$ cat config.mk
export PLATFORM = sky130hd
export DESIGN_NAME = instr_scheduler
export DESIGN_NICKNAME = d
export VERILOG_FILES = /design/src/rtl/instr_scheduler_pkg.sv /design/src/rtl/sched_fifo.sv /design/src/rtl/instr_scheduler.sv
export SDC_FILE = /design/constraint.sdc
export NUM_CORES = 1
export LEC_CHECK = 0
export ABC_AREA = 1
export BUFFER_PORTS_ARGS = -buffer_cell sky130_fd_sc_hd__buf_2
export CORE_MARGIN = 3
export CORE_UTILIZATION = 25
export CTS_CLUSTER_DIAMETER = 60
export CTS_CLUSTER_SIZE = 14
export DETAILED_ROUTE_END_ITERATION = 8
export SETUP_SLACK_MARGIN = 0.15
export SLEW_MARGIN = 20
export SYNTH_ARGS = -nofsm -noshare
export SYNTH_HDL_FRONTEND = slang
export SYNTH_HIERARCHICAL = 1
export SYNTH_SLANG_ARGS = --single-unit
$ cat constraint.sdc
create_clock -name clk -period 4.75 [get_ports clk]
set_clock_uncertainty 0.15 [all_clocks]
set_input_delay 0 -clock clk [delete_from_list [all_inputs] [get_ports clk]]
set_output_delay 0 -clock clk [all_outputs]
set_load 0.05 [all_outputs]
$ cat src/rtl/instr_scheduler_pkg.sv
// instr_scheduler_pkg: shared widths and FSM state type for the instruction scheduler
package instr_scheduler_pkg;
  localparam int INSTR_W = 32;
  localparam int REG_W = 10;
  localparam int DATA_W = 16;
  localparam int CNT_W = 16;
  typedef enum logic [2:0] {
    S_IDLE,
    S_ISSUE,
    S_WAIT,
    S_READ_A,
    S_READ_D
  } state_e;
endpackage

$ cat src/rtl/sched_fifo.sv
// sched_fifo: DEPTH x INSTR_W instruction queue with wrap-bit pointers for full/empty
module sched_fifo
  import instr_scheduler_pkg::*;
#(
  parameter int DEPTH = 8
) (
  input  logic               clk,
  input  logic               reset,
  input  logic               push_i,
  input  logic               pop_i,
  input  logic [INSTR_W-1:0] data_i,
  output logic [INSTR_W-1:0] data_o,
  output logic               full_o,
  output logic               empty_o
);
  localparam int AW = $clog2(DEPTH);
  logic [INSTR_W-1:0] mem_q [DEPTH];
  logic [AW:0] wr_q, rd_q;
  // storage needs no reset; occupancy is defined by the pointers alone
  always_ff @(posedge clk) begin
    if (push_i) mem_q[wr_q[AW-1:0]] <= data_i;
  end
  // pointers carry one extra wrap bit to tell full from empty
  always_ff @(posedge clk) begin
    if (reset) begin
      wr_q <= '0;
      rd_q <= '0;
    end else begin
      if (push_i) wr_q <= wr_q + 1'b1;
      if (pop_i) rd_q <= rd_q + 1'b1;
    end
  end
  assign data_o = mem_q[rd_q[AW-1:0]];
  assign empty_o = wr_q == rd_q;
  assign full_o = (wr_q[AW] != rd_q[AW]) && (wr_q[AW-1:0] == rd_q[AW-1:0]);
endmodule

$ cat src/rtl/instr_scheduler.sv
// instr_scheduler: queues host instructions, issues them to the array controller and serves readbacks
module instr_scheduler
  import instr_scheduler_pkg::*;
#(
  parameter int SIZE = 4,
  parameter int DEPTH = 8,
  parameter int TIMEOUT = 1023
) (
  input  logic               clk,
  input  logic               reset,
  input  logic               host_valid,
  input  logic [INSTR_W-1:0] host_instr,
  output logic               host_ready,
  output logic [INSTR_W-1:0] ctrl_instruction,
  output logic               ctrl_start,
  input  logic               ctrl_done,
  input  logic               rd_req,
  input  logic [SIZE-1:0]    rd_pe,
  input  logic [REG_W-1:0]   rd_reg,
  output logic [SIZE-1:0]    pe_addr,
  output logic [REG_W-1:0]   reg_addr,
  input  logic [DATA_W-1:0]  arr_data,
  output logic [DATA_W-1:0]  rd_data,
  output logic               rd_valid,
  output logic               busy,
  output logic               err_timeout,
  output logic [CNT_W-1:0]   issued_cnt
);
  localparam int TW = $clog2(TIMEOUT + 1);
  localparam logic [TW-1:0] TMO_LAST = TW'(TIMEOUT - 1);
  state_e state_q, state_d;
  logic full, empty, push, pop, grant_issue, grant_read, done_rise, tmo_hit;
  logic done_q, pri_read_q, err_q;
  logic [INSTR_W-1:0] head, instr_q;
  logic [SIZE-1:0] pe_q;
  logic [REG_W-1:0] reg_q;
  logic [DATA_W-1:0] data_q;
  logic [CNT_W-1:0] cnt_q;
  logic [TW-1:0] tmo_q;

  sched_fifo #(.DEPTH(DEPTH)) u_fifo (
    .clk(clk),
    .reset(reset),
    .push_i(push),
    .pop_i(pop),
    .data_i(host_instr),
    .data_o(head),
    .full_o(full),
    .empty_o(empty)
  );

  assign push = host_valid && !full;
  assign host_ready = !full;
  assign grant_issue = !empty && (!rd_req || !pri_read_q);
  assign grant_read = rd_req && (empty || pri_read_q);
  assign pop = (state_q == S_IDLE) && grant_issue;
  assign done_rise = ctrl_done && !done_q;
  assign tmo_hit = tmo_q == TMO_LAST;
  assign ctrl_instruction = instr_q;
  assign pe_addr = pe_q;
  assign reg_addr = reg_q;
  assign rd_data = data_q;
  assign err_timeout = err_q;
  assign issued_cnt = cnt_q;

  // state register
  always_ff @(posedge clk) begin
    state_q <= reset ? S_IDLE : state_d;
  end
  // next state: IDLE arbitrates, WAIT exits on completion or timeout
  always_comb begin
    state_d = state_q;
    case (state_q)
      S_IDLE:   state_d = grant_issue ? S_ISSUE : grant_read ? S_READ_A : S_IDLE;
      S_ISSUE:  state_d = S_WAIT;
      S_WAIT:   state_d = (done_rise || tmo_hit) ? S_IDLE : S_WAIT;
      S_READ_A: state_d = S_READ_D;
      default:  state_d = S_IDLE;
    endcase
  end
  // state-decoded outputs
  always_comb begin
    ctrl_start = state_q == S_ISSUE;
    rd_valid = state_q == S_READ_D;
    busy = (state_q != S_IDLE) || !empty;
  end
  // datapath: grant latching, completion tracking, timeout and readback capture
  always_ff @(posedge clk) begin
    if (reset) begin
      instr_q <= '0;
      pe_q <= '0;
      reg_q <= '0;
      data_q <= '0;
      cnt_q <= '0;
      err_q <= 1'b0;
      pri_read_q <= 1'b0;
      done_q <= 1'b0;
      tmo_q <= '0;
    end else begin
      done_q <= ctrl_done;
      tmo_q <= (state_q == S_WAIT) ? tmo_q + 1'b1 : '0;
      if (state_q == S_IDLE && grant_issue) begin
        instr_q <= head;
        pri_read_q <= 1'b1;
      end
      if (state_q == S_IDLE && grant_read) begin
        pe_q <= rd_pe;
        reg_q <= rd_reg;
        pri_read_q <= 1'b0;
      end
      if (state_q == S_WAIT && done_rise) cnt_q <= cnt_q + 1'b1;
      else if (state_q == S_WAIT && tmo_hit) err_q <= 1'b1;
      if (state_q == S_READ_A) data_q <= arr_data;
    end
  end
endmodule
==> flow_summary.yaml <==
setup_path:
  cp.required_ns: 5.03
  critical_path_class: "register to register"
  crit_chain: "inv_4, buf_4, nand2_1, nand3_1, nand2_1, nand2_1, nand2_1, o21ai_0, nor2_1"
  crit_path_start_kind: "register"
  cp_data_arrival_time_ns: 3.01
  path_delay_family: "buffers and inverters"
  crit_top_cell: "nand2_1"
  reg2reg_depth: 9
  worst-path-max-fanout: 99
  worstReg2RegEnd: "ctrl_instruction[11]"
  slowest_delay_ns: 0.79
  cpMaxStageDelayCell: "inv_4"
  end_kind: "register"
  r2r_slack_ns: 2.03
  cp_num_buf_inv: 2
yosys:
  yosysUniqueCellTypes: 32
  syn_inst: 1682
  synth_xor_area_share_pct: 0.341
  ys_seq_area_share_pct: 63.5
  synth_area_leaders: "edfxtp_1 50%, dfxtp_1 14%, nand2_1 12%, inv_1 7.3%, nor2_1 4.6%"
  ys.flop_type: "edfxtp_1"
  synth_area_um2: 15400
  yosys.area.top_type: "edfxtp_1"
  synthArstFlopShare_pct: 0
  synth_fa_ha_area_share_pct: 0.406
  synth_most_common_cell: "nand2_1"
  post_synth_and_or_nand_nor_area_fraction_pct: 22.5
  synth-edff-count: 256
  avgSynthCellArea_um2: 9.17
  synthMuxAreaShare_pct: 0
  synth_compound_area_share_pct: 3.10
  synth.net_count: 1754
  yosys_warnings: 6
  synth_top_family_by_area: "simple AND/OR/NAND/NOR gates"
  yosys-top-cells-count: "486 x nand2_1, 298 x inv_1, 256 x edfxtp_1"
  ys_seq_elements: 361
  synth_top_area_share_pct: 49.9
cells_and_area:
  drive_gt1_share_pct: 12.4
  multi_input_area_um2: 4120
  final_util_pct: 31.2
  nets: 1967
  fillers: 6166
  regArea_um2: 9800
  syn2layout_area_growth_pct: 22.8
die:
  io_pins: 150
  core_um2: 60700
  die_width_um: 254
  dieArea_um2: 64700
  fp.dieH_um: 254
  start_util_pct: 25.4
  rows: 90
sta:
  hold_viol_final: 0
  period_needed_ns: 2.72
  tns_ns: 0
  min_period_over_period_pct: 57.4
  slew_viol_final: 0
  worst_pin_slew_ns: 1.03
  max_freq_ghz: 0.367
  setup_viol: 0
  fin_ws_ns: 2.03
  relSlewSlack_pct: 31.4
  rsz0062_at_grt: "false"
detailed_routing:
  remaining_drc_errors: 0
  vias: 11345
  routed_via_density: 4.19
  drtIter0Drc: 779
  antenna_left: 0
  drt-pass1-iter-count: 5
  wl_per_cell_um: 14.3
  wl_mm: 38.7
placement:
  io_buffers: 149
  dp_slack_ns: 1.88
  gp_congestion: 0.778
  dp.final_hpwl_mm: 24.0
power:
  p_clk_share_pct: 29.5
  power.density_nw_per_um2: 484
  p_seq_share_pct: 41.5
  p_int_mw: 5.84
  combPwrFrac_pct: 29.0
  vdd_drop_max_mv: 0.198
  p_leak_nw: 8.32
  switching_share_pct: 36.3
  switchingPower_mw: 3.33
min_path:
  hold_path_class: "input pin to register"
  hp-start: "arr_data[10]"
  hold_path_depth: 4
  hold_end: "rd_data[10]"
clock_network:
  tritoncts: "done"
  clk_path_buf_depth: 3
  worstSkewPairLatency_ns: 0.54
  numCtsBuffers: 35
  clkTransAtPathRegs_ns: 0.07
  clock-root-buffer: "clkbuf_16"
  cts.htree.levels: 2
  postCtsSetupBuffers: 0
  cts_sinks: 361
global_route:
  grt_pass1_wl_mm: 60.0
  grt_pass1_vias: 10981
  track_usage_pct: 11.7
  antenna_found_initial: 5
  grt_max_degree: 100
  overflow: 0
status:
  status: "finished clean"
flow_run:
  drv_cap: 0
worst max path at each step:
stage | from | endpoint | slack (ns) | cells after the start
after floorplan | u_fifo/rd_q[0] | u_fifo/mem_q[0][0] | 1.64 | 7
after global placement | u_fifo/rd_q[0] | u_fifo/mem_q[4][13] | 1.91 | 7
after detailed placement | u_fifo/wr_q[1] | u_fifo/mem_q[0][12] | 1.88 | 7
after CTS | u_fifo/wr_q[1] | u_fifo/mem_q[0][13] | 1.88 | 7
after global routing | register | ctrl_instruction[12] | 1.80 | 9
final | register | ctrl_instruction[11] | 2.03 | 9
power groups by stage:
stage          clock [mW]  combinational [mW]  sequential, mW
2_1_floorplan           0                1.51            4.36
3_3_place_gp            0                2.57            3.86
3_5_place_dp            0                2.61            3.87
4_1_cts              2.81                2.69            3.80
5_1_grt              2.94                2.96            3.83
6_report             2.71                2.66            3.80
kinds of logic after synthesis:
family,after synthesis
AND/OR/NAND/NOR,845
buffers and inverters,371
flip-flops,361
AO/OA/AOI/OAI,94
XOR/XNOR,6
adder cells (fa/ha/maj),5
flip-flops by register name (all words and copies together), names as in the netlist, 3 cells and up, named ones only:
name,flops
reg_addr,10
u_fifo/wr_q,4
tmo_q,10
ctrl_instruction,32
rd_data,16
issued_cnt,16
pe_addr,4
state_q,3
u_fifo/rd_q,4
u_fifo/mem_q,256
worst register-to-register path, cell delays in order, from the launching register on:
cell     delay (ns)
dfxtp_4        0.50
inv_4          0.81
buf_4          0.52
nand2_1        0.11
nand3_1        0.10
nand2_1        0.08
nand2_1        0.06
nand2_1        0.06
o21ai_0        0.17
nor2_1         0.05
layer usage:
layer	share of wire, %	GRT usage [%]	wire, um	up-vias
met4	1.8	3.21	710	6
met3	6.4	2.92	2490	58
li1	-	-	-	5677
met5	0.088	0	34	-
met1	43	14.6	16800	5270
met2	48	20.3	18700	334
placed cells by master (no fill, tap or decap), types with 8 or more instances in the layout:
master / instances
nor2_1: 182
a21oi_1: 16
clkbuf_16: 36
nand3_1: 141
nand2_1: 486
dlygate4sd3_1: 81
o21ai_0: 74
inv_1: 296
buf_2: 149
dfxtp_1: 102
clkbuf_1: 14
nor3_1: 8
edfxtp_1: 256
nor2_4: 11
through the flow:
step                hold slack, ns  instance area [um2]  power, mW  std cells
floorplan                  -0.0809                15400       5.87       1682
global placement            0.0951                16800       6.43       2552
detailed placement           0.111                17000       6.48       2557
CTS                         0.0788                18900       9.30       2701
global route                 0.118                18900       9.74       2705
finish                       0.119                18900       9.17       2705
layout make-up:
| type | instances | area share [%] |
|---|---|---|
| flip-flops and latches | 361 | 51.8 |
| multi-input cells | 950 | 21.8 |
| repair buffers | 243 | 9.40 |
| inverters | 304 | 6.06 |
| clock buffers | 52 | 5.18 |
| well taps | 782 | 5.17 |
| clock inverters | 11 | 0.635 |
| diodes | 2 | 0.0264 |
what timing repair did:
action	CTS	global route
endpoints found under the setup margin	0	0
hold buffers	81	0
gates resized for setup	0	0
endpoints found under the hold margin	319	0
No activity file was read; power rests on OpenSTA's default activity.
